### config.mk
export PLATFORM = sky130hd
export DESIGN_NAME = i2c_master_burst_ctrl
export DESIGN_NICKNAME = d
export VERILOG_FILES = /design/src/rtl/i2c_master_burst_ctrl_pkg.sv /design/src/rtl/i2c_master_burst_ctrl_counter.sv /design/src/rtl/i2c_master_burst_ctrl.sv
export SDC_FILE = /design/constraint.sdc
export NUM_CORES = 1
export LEC_CHECK = 0
export CAP_MARGIN = 20
export CELL_PAD_IN_SITES_DETAIL_PLACEMENT = 0
export CELL_PAD_IN_SITES_GLOBAL_PLACEMENT = 1
export CORE_UTILIZATION = 41
export CTS_CLUSTER_DIAMETER = 200
export DETAILED_ROUTE_END_ITERATION = 6
export GPL_ROUTABILITY_DRIVEN = 1
export HOLD_SLACK_MARGIN = 0.12
export PLACE_DENSITY = 0.78
export SKIP_CTS_REPAIR_TIMING = 1
export SLEW_MARGIN = 20
export SYNTH_ARGS = -nofsm -noshare
export SYNTH_HDL_FRONTEND = slang
export SYNTH_SLANG_ARGS = --single-unit
### constraint.sdc
create_clock -name Clk -period 4.4 [get_ports Clk]
set_input_delay 1.32 -clock Clk [delete_from_list [all_inputs] [get_ports Clk]]
set_output_delay 1.32 -clock Clk [all_outputs]
set_load 0.01 [all_outputs]
### src/rtl/i2c_master_burst_ctrl_pkg.sv
// Shared command codes, state encoding and helpers
// for the I2C master burst byte controller.
package i2c_master_burst_ctrl_pkg;

  localparam logic [3:0] I2C_CMD_NOP   = 4'b0000;
  localparam logic [3:0] I2C_CMD_START = 4'b0001;
  localparam logic [3:0] I2C_CMD_STOP  = 4'b0010;
  localparam logic [3:0] I2C_CMD_WRITE = 4'b0100;
  localparam logic [3:0] I2C_CMD_READ  = 4'b1000;

  typedef enum logic [2:0] {
    ST_IDLE   = 3'd0,
    ST_START  = 3'd1,
    ST_WR_BIT = 3'd2,
    ST_WR_ACK = 3'd3,
    ST_RD_BIT = 3'd4,
    ST_RD_ACK = 3'd5,
    ST_STOP   = 3'd6
  } state_e;

  function automatic logic [3:0] state_cmd(input state_e s);
    logic [3:0] c;
    c = I2C_CMD_NOP;
    case (s)
      ST_START:  c = I2C_CMD_START;
      ST_WR_BIT: c = I2C_CMD_WRITE;
      ST_WR_ACK: c = I2C_CMD_READ;
      ST_RD_BIT: c = I2C_CMD_READ;
      ST_RD_ACK: c = I2C_CMD_WRITE;
      ST_STOP:   c = I2C_CMD_STOP;
      default:   c = I2C_CMD_NOP;
    endcase
    return c;
  endfunction

endpackage

### src/rtl/i2c_master_burst_ctrl_counter.sv
// Bit and byte counters for the burst controller:
// 3-bit wrapping bit counter, byte counter counting down to zero.
module i2c_burst_counter
  import i2c_master_burst_ctrl_pkg::*;
#(
  parameter int LW = 2
) (
  input  logic          clk_i,
  input  logic          rst_i,
  input  logic          load_i,
  input  logic          bit_step_i,
  input  logic          byte_step_i,
  input  logic [LW-1:0] len_i,
  output logic          byte_end_o,
  output logic          last_byte_o
);

  logic [2:0]    bit_q;
  logic [LW-1:0] byte_q;

  always_ff @(posedge clk_i or posedge rst_i) begin
    if (rst_i) begin
      bit_q  <= 3'd0;
      byte_q <= '0;
    end else if (load_i) begin
      bit_q  <= 3'd0;
      byte_q <= len_i;
    end else begin
      if (bit_step_i)  bit_q  <= bit_q + 3'd1;
      if (byte_step_i) byte_q <= byte_q - 1'b1;
    end
  end

  assign byte_end_o  = (bit_q == 3'd7);
  assign last_byte_o = (byte_q == '0);

endmodule

### src/rtl/i2c_master_burst_ctrl.sv
// Byte-level I2C master controller: optional START, burst of
// 1..NBYTES read/write bytes with ACK phases, optional STOP.
module i2c_master_burst_ctrl
  import i2c_master_burst_ctrl_pkg::*;
#(
  parameter int NBYTES = 4,
  parameter int LW     = 2
) (
  input  logic                Clk,
  input  logic                Rst,
  input  logic                Start,
  input  logic                Stop,
  input  logic                Read,
  input  logic                Write,
  input  logic                Tx_ack,
  input  logic [LW-1:0]       Len,
  input  logic [8*NBYTES-1:0] Din,
  input  logic                Bit_ack,
  input  logic                Bit_rxd,
  input  logic                I2C_al,
  output logic [3:0]          Bit_cmd,
  output logic                Bit_txd,
  output logic [8*NBYTES-1:0] Dout,
  output logic                Rx_ack,
  output logic                Ack_err,
  output logic                Al,
  output logic                I2C_busy,
  output logic                I2C_done
);

  localparam int W = 8 * NBYTES;
  localparam logic [LW-1:0] MAXL = LW'(NBYTES - 1);

  state_e        state_q, state_d;
  state_e        data_st, tail_st, post_start;
  logic [3:0]    cmd_q;
  logic          txd_q;
  logic [W-1:0]  sr_q, dout_q;
  logic          rx_ack_q, ack_err_q, al_q, busy_q, done_q;
  logic          stop_q, read_q, write_q, tx_ack_q;
  logic          acc, ack, bit_step, byte_step;
  logic          byte_end, last_byte, issue_txd;
  logic [LW-1:0] sat_len;

  assign sat_len = (Len > MAXL) ? MAXL : Len;
  assign acc = (state_q == ST_IDLE) & (Start | Stop | Read | Write);
  // A Bit_ack only counts while a command is actually on the bus
  assign ack = (state_q != ST_IDLE) & (cmd_q != I2C_CMD_NOP)
             & Bit_ack & ~I2C_al;

  assign bit_step = ack &
    ((state_q == ST_WR_BIT) | (state_q == ST_RD_BIT));
  assign byte_step = ack & ~last_byte &
    (((state_q == ST_WR_ACK) & ~Bit_rxd) | (state_q == ST_RD_ACK));

  i2c_burst_counter #(.LW(LW)) u_cnt (
    .clk_i       (Clk),
    .rst_i       (Rst),
    .load_i      (acc),
    .bit_step_i  (bit_step),
    .byte_step_i (byte_step),
    .len_i       (sat_len),
    .byte_end_o  (byte_end),
    .last_byte_o (last_byte)
  );

  assign data_st = Write ? ST_WR_BIT :
                   Read  ? ST_RD_BIT :
                   Stop  ? ST_STOP   : ST_IDLE;
  assign tail_st = stop_q ? ST_STOP : ST_IDLE;
  assign post_start = write_q ? ST_WR_BIT :
                      read_q  ? ST_RD_BIT : tail_st;

  always_comb begin
    state_d = state_q;
    case (state_q)
      ST_IDLE:
        if (acc) state_d = Start ? ST_START : data_st;
      ST_START:
        if (ack) state_d = post_start;
      ST_WR_BIT:
        if (ack && byte_end) state_d = ST_WR_ACK;
      ST_WR_ACK:
        if (ack) state_d = (Bit_rxd || last_byte) ? tail_st : ST_WR_BIT;
      ST_RD_BIT:
        if (ack && byte_end) state_d = ST_RD_ACK;
      ST_RD_ACK:
        if (ack) state_d = last_byte ? tail_st : ST_RD_BIT;
      ST_STOP:
        if (ack) state_d = ST_IDLE;
      default:
        state_d = ST_IDLE;
    endcase
    if (state_q != ST_IDLE && I2C_al) state_d = ST_IDLE;
  end

  always_comb begin
    issue_txd = 1'b0;
    unique case (1'b1)
      state_q == ST_WR_BIT: issue_txd = sr_q[W-1];
      state_q == ST_RD_ACK: issue_txd = last_byte & tx_ack_q;
      default:              issue_txd = 1'b0;
    endcase
  end

  always_ff @(posedge Clk or posedge Rst) begin
    if (Rst) begin
      state_q   <= ST_IDLE;
      cmd_q     <= I2C_CMD_NOP;
      txd_q     <= 1'b0;
      sr_q      <= '0;
      dout_q    <= '0;
      rx_ack_q  <= 1'b0;
      ack_err_q <= 1'b0;
      al_q      <= 1'b0;
      busy_q    <= 1'b0;
      done_q    <= 1'b0;
      stop_q    <= 1'b0;
      read_q    <= 1'b0;
      write_q   <= 1'b0;
      tx_ack_q  <= 1'b0;
    end else begin
      state_q <= state_d;
      done_q  <= 1'b0;
      if (acc) begin
        stop_q    <= Stop;
        write_q   <= Write;
        read_q    <= Read & ~Write;
        tx_ack_q  <= Tx_ack;
        sr_q      <= Din << {MAXL - sat_len, 3'b000};
        rx_ack_q  <= 1'b0;
        ack_err_q <= 1'b0;
        al_q      <= 1'b0;
        busy_q    <= 1'b1;
      end else if (state_q != ST_IDLE) begin
        if (ack) begin
          cmd_q <= I2C_CMD_NOP;
          case (state_q)
            ST_WR_BIT: sr_q <= {sr_q[W-2:0], 1'b0};
            ST_RD_BIT: dout_q <= {dout_q[W-2:0], Bit_rxd};
            ST_WR_ACK: begin
              rx_ack_q <= Bit_rxd;
              if (Bit_rxd && !last_byte) ack_err_q <= 1'b1;
            end
            default: ;
          endcase
        end else if (cmd_q == I2C_CMD_NOP) begin
          cmd_q <= state_cmd(state_q);
          txd_q <= issue_txd;
        end
        if (I2C_al) al_q <= 1'b1;
        if (state_d == ST_IDLE) begin
          cmd_q  <= I2C_CMD_NOP;
          busy_q <= 1'b0;
          done_q <= 1'b1;
        end
      end
    end
  end

  assign Bit_cmd  = cmd_q;
  assign Bit_txd  = txd_q;
  assign Dout     = dout_q;
  assign Rx_ack   = rx_ack_q;
  assign Ack_err  = ack_err_q;
  assign Al       = al_q;
  assign I2C_busy = busy_q;
  assign I2C_done = done_q;

endmodule

==> key figures, run 1 <==
Yosys
  – #FFs+latches synth: between 80 and 90
  – Top post-synthesis cells by area: dfrtp_1 49%, mux2_2 12%, mux2i_1 8.0%, nand2_1 3.2%, o21ai_0 2.3%
  – Synth Net Count: about 450
  – Mean Syn Cell Area: roughly 11 µm²
  – Post-synthesis instance area: 4380 µm²
  – Post-synth EDFFs: 0
  – Largest area contributor in the netlist: dfrtp_1
  – Number of distinct library cells after synthesis: between 50 and 60
  – Fraction of registers with async set/reset: 100%
  – Synth Instances: approximately 400
  – Sequential cell area fraction in the yosys report: 49.1%
  – Ys Warns: 0
  – Post-synth top area share: between 40 and 50%
  – Top FF cell, synth: dfrtp_1

Route
  – Routed Antenna Nets: 0
  – Final WL: approximately 9.7 mm
  – Drt first-iter violations: about 130
  – Drt pass-1 iters: 4
  – DR WL/cell: 15.6 µm
  – DR vias: between 3k and 4k
  – Via density: 5.38
  – Drt drc: 0

Global routing
  – Total GRT Usage: 18.7%
  – Remaining global-route overflow: 0
  – Vias in the first global route: between 3k and 4k
  – Initial antenna violation count: 0
  – Largest net degree at the start of global routing: 38
  – Global-route wire length before repair: 16.4 mm

STA
  – RSZ-0062 raised after global routing: false
  – Setup violation total in the final timing report: 0
  – Fin crit share: around 70%
  – Setup_tns: 0 ns
  – Worst-Margin Slew: approximately 0.9 ns
  – Slew Limit Fails: 0
  – Crit path time final: between 3 and 4 ns
  – Slew HR: about two fifths
  – Highest clock rate: between 0.3 and 0.4 GHz
  – Clk_skew: ~0.013 ns
  – Fin. Hold Viols: 0

Setup path
  – Critical Path RT: approximately 4.7 ns
  – Worst-path fanout max: 33
  – Crit. End Element: flip-flop
  – Critical Path AT: roughly 3.4 ns
  – Critical Path Start: I2C_al
  – Reg-to-reg startpoint: state_q[2]$_DFF_PP0_
  – Setup CP Type: in -> reg
  – Critical Path Start Type: primary input

Job
  – Max-cap viol count: 0

Final layout
  – Final #Nets: roughly 530
  – Reg area: between 2000 and 2500 µm²
  – Post-Layout Cell Count: 621
  – # fillers: 948
  – Layout cells sized above 1: 17.3%
  – Area occupied by multi-input gates: just over 2000 µm²
  – Number of diodes: 0
  – Area growth syn-to-layout: 25.7%
  – Final Cell Area: 5510 µm²

Floorplanning
  – Die Height: roughly 110 µm
  – Rows: 37
  – Initial Util: between 40% and 50%
  – Core Area: between 10000 and 15000 µm²
  – Die ar.: around 11000 µm²
  – Chip width: around 110 µm
  – I/O pin cnt: 86

CTS
  – Clk pin slew, worst setup/hold paths: about 0.10 ns
  – Clock Tree Buf Depth: 2
  – Worst skew pair latency: approximately 0.36 ns
  – CTS tree: done
  – H-tree levels: 3
  – Sinks on Clock Net: between 80 and 90
  – Total CTS buffers: 9
  – Clk root buf: clkbuf_8

Placed design
  – Cell Area, Placed: approximately 5300 µm²
  – Hpwl dp: 7.03 mm
  – Placed cells: roughly 600
  – Port Buffers: 85
  – RD Place Congestion: roughly 0.83

Pwr
  – Pwr/cell area: 535 nW/µm²
  – VDD IR max: 0.229 mV
  – Leakage: between 0.002 and 0.003 µW
  – Total power: between 2000 and 3000 µW

Worst hold path
  – Hold Path Origin: Dout[31]$_DFFE_PP0P_
  – Worst hold path class: reg -> reg

Run status
  – Run status: complete, no violations
-- stage by stage --
stage	util, %	hold WS, ns	worst slack [ns]
floorplan	-	0.446	0.858
global placement	51.2	0.476	1.04
detailed placement	51.4	0.493	0.976
CTS	53.4	0.517	1.35
global route	53.4	0.539	1.13
finish	53.4	0.511	1.31
-- worst paths after layout --
path	depth (start not counted)	end	slack, ns
max	7	sr_q[3]$_DFFE_PP0P_	1.31
min	1	Dout[31]$_DFFE_PP0P_	0.51
max reg2reg	6	sr_q[29]$_DFFE_PP0P_	2.04
min reg2reg	1	Dout[31]$_DFFE_PP0P_	0.51
max in group asynchronous	4	Bit_txd$_DFFE_PP0P_	2.28
min in group asynchronous	2	Dout[16]$_DFFE_PP0P_	1.29
-- kinds of logic (layout without fill, tap and decap cells) --
| logic type | count (synthesis) | in the layout | synth area share (%) |
|---|---|---|---|
| DFF | 86 | 86 | 49.1 |
| buffers and inverters | 35 | 116 | 4.65 |
| AOI/OAI and AO/OA | 96 | 96 | 13.7 |
| muxes | 84 | 84 | 20.6 |
| adders and majority gates | 3 | 3 | 0.856 |
| xor gates and xnor gates | 2 | 2 | 0.400 |
| and+or+nand+nor | 98 | 98 | 10.8 |
-- sequential cells by signal, indices dropped and copies added, names as in the netlist, 2 cells and up --
signal and flops:
u_cnt.byte_q 2, state_q 3, u_cnt.bit_q 3, Dout 32, sr_q 32, Bit_cmd 4
-- cells in the final DEF (no fill, tap or decap), types with 3 or more instances in the layout --
cell             Yosys  final
ha_1                 3      3
nand4_1              4      4
a221oi_1             8      8
a22oi_1              4      4
nor2_1              21     21
o211ai_1            10     10
nor2b_1              3      3
clkinv_4             0      3
clkdlybuf4s50_1      0     85
a31oi_1              4      4
nand2_1             37     37
inv_1                7      6
clkbuf_8             0      9
o21ai_1             17     17
mux2_2              48     48
mux2i_1             35     35
nand3_1             12     12
nor3_1               5      5
dfrtp_1             86     86
and2_1               4      4
inv_8                0      3
a21oi_1             19     19
o21ai_0             20     20
buf_4                0      7
-- layout make-up --
type	instances	area share, %
sequential	86	39.1
multi-input combinational	283	37.0
timing repair buffer	93	16.8
tap	136	3.09
clock buffer	9	2.25
clock inverter	7	1.39
inverter	7	0.500
-- synthesized netlist by cell type, types with 3 or more instances --
cell type and count:
dfrtp_1 86, mux2_2 48, nand2_1 37, mux2i_1 35, nor2_1 21, o21ai_0 20
a21oi_1 19, o21ai_1 17, clkbuf_1 13, nand3_1 12, o211ai_1 10, a221oi_1 8
inv_1 7, buf_2 5, buf_6 5, nor3_1 5, a22oi_1 4, a31oi_1 4
and2_1 4, nand4_1 4, ha_1 3, nor2b_1 3
-- power breakdown --
group | internal (µW) | switching, µW
Clock | 225 | 324
Sequential | 1030 | 193
Combinational | 511 | 663
-- critical path: stages --
cell and delay (ns):
clkdlybuf4s50_1 0.46, nor2b_1 0.29, and2_4 0.25, nand3_4 0.41, nand2_1 0.40, nor2_1 0.08, a21oi_1 0.15
-- metal layers --
layer | GRT usage (%) | wire length (µm) | part of all wire, %
met1 | 26.7 | 4730 | 49
met3 | 3.83 | 494 | 5.1
met4 | 5.84 | 101 | 1.0
met2 | 28.6 | 4380 | 45
met5 | 0 | 0 | 0
(Power assumes the default switching activity.)
==> run 2: changes to the inputs <==
CORE_UTILIZATION = 37   (was 41)
PLACE_DENSITY = 0.74   (was 0.78)
clock period = 2.5 ns   (was 4.4 ns; I/O delays follow)
==> key figures, run 2 (synthesis results as in run 1) <==
Global routing
  – Remaining global-route overflow: 0 (unchanged)
  – Largest net degree at the start of global routing: 87 (+130%)
  – Initial antenna violation count: 0 (unchanged)
  – Global-route wire length before repair: 16.9 mm (+2.9%)
  – Vias in the first global route: 3418 (+6.4%)
  – Total GRT Usage: 17.3% (-1.5 points)

Route
  – Metal3 WL: 354 µm (-28%)
  – Drt pass-1 iters: 4 (unchanged)
  – Via density: 5.31 (-1.3%)
  – Drt drc: 0 (unchanged)
  – DR vias: 3396 (+1.7%)
  – DR WL/cell: 15.8 µm (+1.0%)
  – Routed Antenna Nets: 0 (unchanged)
  – Metal-1 WL: 4.80 mm (+1.5%)
  – Met2 Routed Length: 4.76 mm (+8.8%)
  – Drt first-iter violations: 149 (+16%)
  – Final WL: 10.1 mm (+4.1%)
  – Top routing layer used: met4

Final layout
  – Most common cell after layout, fill and taps aside: dfrtp_1
  – # fillers: 1067 (+13%)
  – Final #Nets: 539 (+2.3%)
  – Area growth syn-to-layout: 31.8%
  – Final Cell Area: 5780 µm² (+4.9%)
  – Post-Layout Cell Count: 640 (+3.1%)
  – Commonest non-fill, non-tap cells in the layout: 86 x dfrtp_1, 85 x clkdlybuf4s50_1, 48 x mux2_2, 37 x nand2_1, 35 x mux2i_1
  – Layout cells sized above 1: 19.3% (+2.0 points)
  – Number of diodes: 0 (unchanged)
  – Area occupied by multi-input gates: 2040 µm² (unchanged)
  – Reg area: 2150 µm² (unchanged)

STA
  – Fin. Hold Viols: 0 (unchanged)
  – Crit path time final: about 2.3 ns
  – Setup violation total in the final timing report: 0 (unchanged)
  – RSZ-0062 raised after global routing: false
  – Highest clock rate: between 0.4 and 0.5 GHz
  – Fin crit share: between 90% and 100%
  – Slew Limit Fails: 0 (unchanged)
  – Worst-Margin Slew: 0.594 ns (-0.300 ns)
  – Clk_skew: 0.00598 ns (-0.00705 ns)
  – Slew HR: 60.1% (+20 points)

Placed design
  – RD Place Congestion: 0.846 (+1.5%)
  – Hpwl dp: 7.37 mm (+4.9%)
  – Placed cells: 624 (+3.1%)
  – Port Buffers: 85 (unchanged)
  – Cell Area, Placed: 5490 µm² (+3.3%)

Floorplanning
  – Initial Util: 38.2% (-4.2 points)
  – Die Height: 111 µm (+5.2%)
  – Chip width: 111 µm (+5.2%)
  – I/O pin cnt: 86 (unchanged)
  – Die ar.: 12300 µm² (+11%)
  – Core Area: 11500 µm² (+11%)
  – Rows: 39 (+5.4%)

CTS
  – CTS tree: done
  – Sinks on Clock Net: 86 (unchanged)
  – Worst skew pair latency: 0.34 ns (-0.02 ns)
  – Clk pin slew, worst setup/hold paths: 0.06 ns (-0.04 ns)
  – Clk root buf: clkbuf_16
  – Clock Tree Buf Depth: 2 (unchanged)
  – H-tree levels: 3 (unchanged)
  – Total CTS buffers: 9 (unchanged)

Worst hold path
  – Worst hold path class: reg -> reg

Setup path
  – Critical Path Start Type: primary input
  – Slowest CP cell: o311ai_0
  – Setup CP Type: in -> reg
  – Worst-path cell chain: clkdlybuf4s50_1, nor2b_1, nand2_2, o311ai_0, nor2_2, a21bo_1
  – Critical Path RT: 2.72 ns (-1.96 ns)
  – Max incr delay on CP: 0.54 ns (+0.08 ns)
  – Crit. End Element: flip-flop
  – Critical Path AT: 2.52 ns (-0.85 ns)
  – Worst-path fanout max: 6 (-82%)

Pwr
  – Switching Share: 36.9% (-3.1 points)
  – VDD IR max: 0.461 mV (+100%)
  – Sequential share of power: 37.1% (-4.5 points)
  – Total power: 5700 µW (+93%)
  – Clk network pwr share: 22.8% (+4.2 points)
  – Leakage: 0.00265 µW (+4.8%)
  – Pwr/cell area: 986 nW/µm² (+84%)
  – Comb pwr share: 40.1% (+0.3 points)
  – Switch Pwr: 2100 µW (+78%)
  – Int Power: 3590 µW (+100%)

Run status
  – Run status: complete, no violations

Job
  – Max-cap viol count: 0 (unchanged)
## run 2: cell types whose count changed in the layout (fill, tap and decap cells not counted), moves of 2 or more
cell / change
inv_8: -3
clkinv_4: -2
inv_6: +2
clkinvlp_4: +3
buf_12: +6
clkbuf_16: +9
buf_4: +6
clkbuf_8: -7
## run 2: path summary, 6_finish.rpt
path | start | endpoint | slack, ns | depth (start not counted)
max | Bit_ack | I2C_done$_DFF_PP0_ | 0.20 | 6
min | Dout[31]$_DFFE_PP0P_ | Dout[31]$_DFFE_PP0P_ | 0.49 | 1
max reg2reg | state_q[1]$_DFF_PP0_ | Bit_cmd[0]$_DFFE_PP0P_ | 0.49 | 6
min reg2reg | Dout[31]$_DFFE_PP0P_ | Dout[31]$_DFFE_PP0P_ | 0.49 | 1
max in group asynchronous | Rst | I2C_done$_DFF_PP0_ | 1.26 | 3
min in group asynchronous | Rst | Dout[7]$_DFFE_PP0P_ | 0.89 | 3
## run 2: power groups by stage
stage | registers [µW] | clock network, µW | logic (µW)
2_1_floorplan | 2060 | 0 | 1570
3_3_place_gp | 2120 | 0 | 2250
3_5_place_dp | 2140 | 0 | 2290
4_1_cts | 2110 | 1330 | 2300
5_1_grt | 2170 | 1390 | 2560
6_report | 2110 | 1300 | 2290
## run 2: cell type report
type	instances	area share [%]
Clock inverter	5	0.714
Multi-Input combinational cell	283	35.2
Inverter	7	0.520
Tap cell	143	3.10
Sequential cell	86	37.2
Timing Repair Buffer	105	18.8
Clock buffer	11	4.37
## run 2: stage by stage
step / setup slack, ns / hold slack (ns) / utilization (%) / setup TNS (ns)
after floorplan: 0.472 / 0.446 / - / 0
after global placement: -0.0255 / 0.462 / 47.8 / -0.0255
after detailed placement: -0.150 / 0.465 / 47.8 / -0.457
after CTS: 0.217 / 0.487 / 50.4 / 0
after global routing: 0.101 / 0.521 / 50.4 / 0
final: 0.205 / 0.489 / 50.4 / 0
## run 2: metal layers
metal | vias to the layer above | GRT usage (%)
met3 | 11 | 3.94
met1 | 1654 | 23.6
met4 | 0 | 5.60
li1 | 1648 | -
met5 | - | 0
met2 | 83 | 27.0
## run 2: critical path, delay by kind of cell
| family | cells | cell delay (ns) |
|---|---|---|
| buffers and inverters | 1 | 0.45 |
| AO/OA/AOI/OAI | 2 | 0.74 |
| AND/OR/NAND/NOR | 3 | 0.59 |
==> run 3: changes to the inputs <==
ABC_AREA = 0   (was default)
==> results of run 3 <==
No change in the layout: final DEF, timing and power equal those of run 2.
==> edit 1, RTL diff (settings of run 1) <==
`LW` is set to 2 in 2 places; all go to 4.
--- a/src/rtl/i2c_master_burst_ctrl_counter.sv
+++ b/src/rtl/i2c_master_burst_ctrl_counter.sv
@@ -3,7 +3,7 @@
 module i2c_burst_counter
   import i2c_master_burst_ctrl_pkg::*;
 #(
-  parameter int LW = 2
+  parameter int LW = 4
 ) (
   input  logic          clk_i,
   input  logic          rst_i,
--- a/src/rtl/i2c_master_burst_ctrl.sv
+++ b/src/rtl/i2c_master_burst_ctrl.sv
@@ -4,7 +4,7 @@
   import i2c_master_burst_ctrl_pkg::*;
 #(
   parameter int NBYTES = 4,
-  parameter int LW     = 2
+  parameter int LW     = 4
 ) (
   input  logic                Clk,
   input  logic                Rst,
Interface: changed (resized Len); port bits go from 86 to 88. No check against the original RTL was run, so the function may have changed too.
==> edit 1 against run 1 <==
  * Critical path depth unchanged
  * Final area is 3.2% higher
  * Count of clock-buffer cells in the layout is the same
  * First-iteration DRC count increased by 47%
  * Routed wire length is 5.7% higher
  * Power grew 3.8%
  * Sequential cell count grew 2
  * Die area rose by 2.4%
  * Utilization rose by 0.95 points
  * Area after synthesis is 2.4% higher
  * Synthesized cell count grew 11%
  * Setup slack lost 210 ps
  * Critical path type unchanged
  * Largest power group is now combinational logic
  * Highest routed layer unchanged
==> edit 1: results (changes against run 1) <==
- Status: complete, no violations (unchanged)
- Synth Area in Adders: 0.836% (was 0.856%)
- Compound-cell area share of the yosys netlist: 15.8% (was 13.7%)
- Worst R2R Start: state_q[0] (was state_q[2])
- Hold path cells: 2 (was 1)
- Average vias per placed instance: 5.41 (was 5.38)
- Fraction of synthesized area in multiplexers: 14.0% (was 20.6%)
- Slew @ Worst Pin: 786 ps (was 894 ps)
- Largest net degree at the start of global routing: 52 (was 38)
- P_leak: 2.40 nW (was 2.53 nW)
- Total Routing Usage GR: 19.0% (was 18.7%)
- Combinational share of power: 41.4% (was 39.8%)
- Grt met1 use: 27.0% (was 26.7%)
- Top cells by count, synth: dfrtp_1 (88), nand2_1 (72), nor2_1 (42), mux2_2 (38), o21ai_0 (23) (was dfrtp_1 (86), mux2_2 (48), nand2_1 (37), mux2i_1 (35), nor2_1 (21))
- Total CTS buffers: 9 (unchanged)
- WP data arrival: 3510 ps (was 3370 ps)
- GRT met2 Usage: 28.7% (was 28.6%)
- Net Count, Synth: 499 (was 451)
- Nets: 575 (was 527)
- Routed wl met3: 514 um (was 494 um)
- First-pass GRT wire length: 17.0 mm (was 16.4 mm)
- Critical path's slowest cell: or4_1 (was clkdlybuf4s50_1)
- P_int: 1.82 mW (was 1.77 mW)
- Post-DP HPWL: 7.53 mm (was 7.03 mm)
- Synth top area cells: dfrtp_1 (49%), mux2_2 (9.5%), nand2_1 (6.0%) (was dfrtp_1 (49%), mux2_2 (12%), mux2i_1 (8.0%))
- Wl on met1: 4.90 mm (was 4.73 mm)
- Placer Congestion: 0.870 (was 0.834)
- Met3 GRT Util: 2.92% (was 3.83%)
- Setup crit start: Write (was I2C_al)
- CP peak stage delay: 600 ps (was 460 ps)
- Hold Startpoint: sr_q[20] (was Dout[31])
- Xor/xnor cell area share of the yosys netlist: 0.780% (was 0.400%)
- DRT iter0 DRCs: 188 (was 128)
- Final Skew: 10.3 ps (was 13.0 ps)
- Vias in the first global route: 3449 (was 3211)
- Peak VDD IR: 314 uV (was 229 uV)
- Aggregate routed wire length: 10.3 mm (was 9.71 mm)
- I/O Buffers: 87 (was 85)
- Hold endpoint: sr_q[20] (was Dout[31])
- Reg2reg setup slack: 1720 ps (was 2040 ps)
- Synth unique cells: 54 (was 52)
- Seq/Total Area, Yosys: 49.1% (about the same)
- Worst-path maximum fanout: 26 (was 33)
- Met2 WL post-DR: 4.57 mm (was 4.38 mm)
edit 1: final cells by class:
cell class / count / area (sq um)
Sequential cell: 88 / 2200
Clock buffer: 9 / 124
Fill cell: 959 / 4780
Inverter: 6 / 23.8
Clock inverter: 7 / 68.8
Multi-Input combinational cell: 327 / 2140
Tap cell: 136 / 170
Timing Repair Buffer: 94 / 956
edit 1: metrics by stage:
stage          hold WS [ps]  total power, mW  area (sq um)  worst slack (ps)  std cells
2_1_floorplan           433             2.12          4490               801        450
3_3_place_gp            453             2.47          5460               705        650
3_5_place_dp            465             2.53          5490               729        651
4_1_cts                 488             3.08          5680              1100        667
5_1_grt                 509             3.30          5680               984        667
6_report                484             3.06          5680              1100        667
edit 1: cells by family after synthesis:
kind of cell | after synthesis
compound gates | 109
xor+xnor | 4
fa+ha+maj | 3
buf+inv | 35
flops | 88
mux | 58
simple gates | 153
==> edit 2, RTL diff (flow settings as in run 1) <==
Without the edit above. Make the reset (`Rst` and `rst_i`) synchronous in 2 clocked blocks.
--- a/src/rtl/i2c_master_burst_ctrl_counter.sv
+++ b/src/rtl/i2c_master_burst_ctrl_counter.sv
@@ -18,7 +18,7 @@
   logic [2:0]    bit_q;
   logic [LW-1:0] byte_q;
 
-  always_ff @(posedge clk_i or posedge rst_i) begin
+  always_ff @(posedge clk_i) begin
     if (rst_i) begin
       bit_q  <= 3'd0;
       byte_q <= '0;
--- a/src/rtl/i2c_master_burst_ctrl.sv
+++ b/src/rtl/i2c_master_burst_ctrl.sv
@@ -103,7 +103,7 @@
     endcase
   end
 
-  always_ff @(posedge Clk or posedge Rst) begin
+  always_ff @(posedge Clk) begin
     if (Rst) begin
       state_q   <= ST_IDLE;
       cmd_q     <= I2C_CMD_NOP;
Behaviour: differs if Rst is asserted again (counterexample within 4 cycles, from zero or initial values and one cycle with Rst high); with Rst held inactive, the same outputs for 4 cycles.
==> edit 2 against run 1 <==
  * Synthesized cell count up 26%
  * Clock power down 0.7%
  * Sequential power down 8%
  * Highest routed layer unchanged
  * Routed wire length up 8.9%
  * Cell count up 14%
  * Count of clock-buffer cells in the layout up 2
  * Area after synthesis down 3.4%
  * Die area down 3.3%
  * Hold slack worse by 53 ps
  * Power up 1.9%
  * Sequential cell count unchanged
  * Setup slack worse by 140 ps
  * Final area down 4.2%
  * Fmax down 4.2%
==> edit 2: results (changes against run 1) <==
- Post-DP HPWL: 7.38 mm (was 7.03 mm)
- P_leak: 1.80 nW (was 2.53 nW)
- WP data arrival: 3470 ps (was 3370 ps)
- Status: complete, no violations (unchanged)
- Gate Count Post-Synth: 510 (was 404)
- Clock tree buffer depth: 2 (unchanged)
- Final Skew: 9.93 ps (was 13.0 ps)
- Routed len/inst: 15.0 um (was 15.6 um)
- Peak VDD IR: 271 uV (was 229 uV)
- Aggregate routed wire length: 10.6 mm (was 9.71 mm)
- Fin Hold WS: 457 ps (was 511 ps)
- Worst R2R Start: state_q[1] (was state_q[2])
- Vias in the first global route: 3493 (was 3211)
- Net Sw Power: 1.23 mW (was 1.18 mW)
- Flop pwr share: 37.4% (was 41.6%)
- Pre-CTS setup slack: 747 ps (was 976 ps)
- Top cells by count, synth: nand2_1 (108), dfxtp_1 (86), a21oi_1 (51), nor2_1 (39), clkbuf_1 (29) (was dfrtp_1 (86), mux2_2 (48), nand2_1 (37), mux2i_1 (35), nor2_1 (21))
- Placed Area: 5080 sq um (was 5310 sq um)
- Comb pwr: 1.33 mW (was 1.17 mW)
- Placer Congestion: 0.880 (was 0.834)
- Met3 GRT Util: 3.90% (was 3.83%)
- DRT Pass-1 Iters: 6 (was 4)
- Synth unique cells: 58 (was 52)
- DRT iter0 DRCs: 201 (was 128)
- Asr flop ratio synth: 0% (was 100%)
- Placed Cells incl. Taps: 692 (was 605)
- Routed wl met3: 574 um (was 494 um)
- Top layer in use: met4 (unchanged)
- Sequential group power: 1.12 mW (was 1.22 mW)
- Final period util: 73.3% (was 70.2%)
- Total Routing Usage GR: 19.9% (was 18.7%)
- First-pass GRT wire length: 17.5 mm (was 16.4 mm)
- Worst Setup EP: sr_q[28] (was sr_q[3])
- Ys flop type: dfxtp_1 (was dfrtp_1)
- Average vias per placed instance: 5.49 (was 5.38)
- Slew margin rel.: 44.2% (was 40.2%)
- Hold crit path type: reg2reg (unchanged)
- I/O Buffers: 85 (unchanged)
- Hold path cells: 2 (was 1)
- Wl on met1: 5.10 mm (was 4.73 mm)
- Seq/Total Area, Yosys: 40.6% (was 49.1%)
- Met2 WL post-DR: 4.80 mm (was 4.38 mm)
- Net Count, Synth: 557 (was 451)
- Nets: 617 (was 527)
- Synth top area cells: dfxtp_1 (41%), nand2_1 (9.6%), a21oi_1 (6.0%) (was dfrtp_1 (49%), mux2_2 (12%), mux2i_1 (8.0%))
- Grt met1 use: 27.9% (was 26.7%)
- Hold Startpoint: sr_q[20] (was Dout[31])
- Layout cells sized above 1: 10.6% (was 17.3%)
- Hold endpoint: sr_q[20] (was Dout[31])
- R2R Path End: sr_q[7] (was sr_q[29])
- GRT met2 Usage: 30.2% (was 28.6%)
- Largest net degree at the start of global routing: 82 (was 38)
- Worst-path maximum fanout: 47 (was 33)
- Reg2reg setup slack: 1600 ps (was 2040 ps)
- Total CTS buffers: 9 (unchanged)
-- edit 2: cell type report --
| cell class | instances | area [sq um] |
|---|---|---|
| fillers | 955 | 4630 |
| multi-input cells | 375 | 2260 |
| flip-flops and latches | 86 | 1720 |
| repair buffers | 94 | 926 |
| well taps | 133 | 166 |
| clock buffers | 11 | 131 |
| clock inverters | 4 | 56.3 |
| inverters | 4 | 15.0 |
-- edit 2: kinds of logic (layout without fill, tap and decap cells) --
| group | Yosys count | in the layout | synth area share, % |
|---|---|---|---|
| mux | 27 | 27 | 6.85 |
| simple gates | 207 | 207 | 22.5 |
| compound gates | 136 | 136 | 22.7 |
| buf+inv | 49 | 113 | 6.09 |
| flops | 86 | 86 | 40.6 |
| fa+ha+maj | 3 | 3 | 0.886 |
| xor+xnor | 2 | 2 | 0.414 |
-- edit 2: worst max-delay path: stages --
cell and delay (ps):
clkdlybuf4s50_1 510, and2b_2 320, nand2_2 90, nor3_1 330, or2_1 150, buf_4 380
nor2_1 90, a311oi_1 270
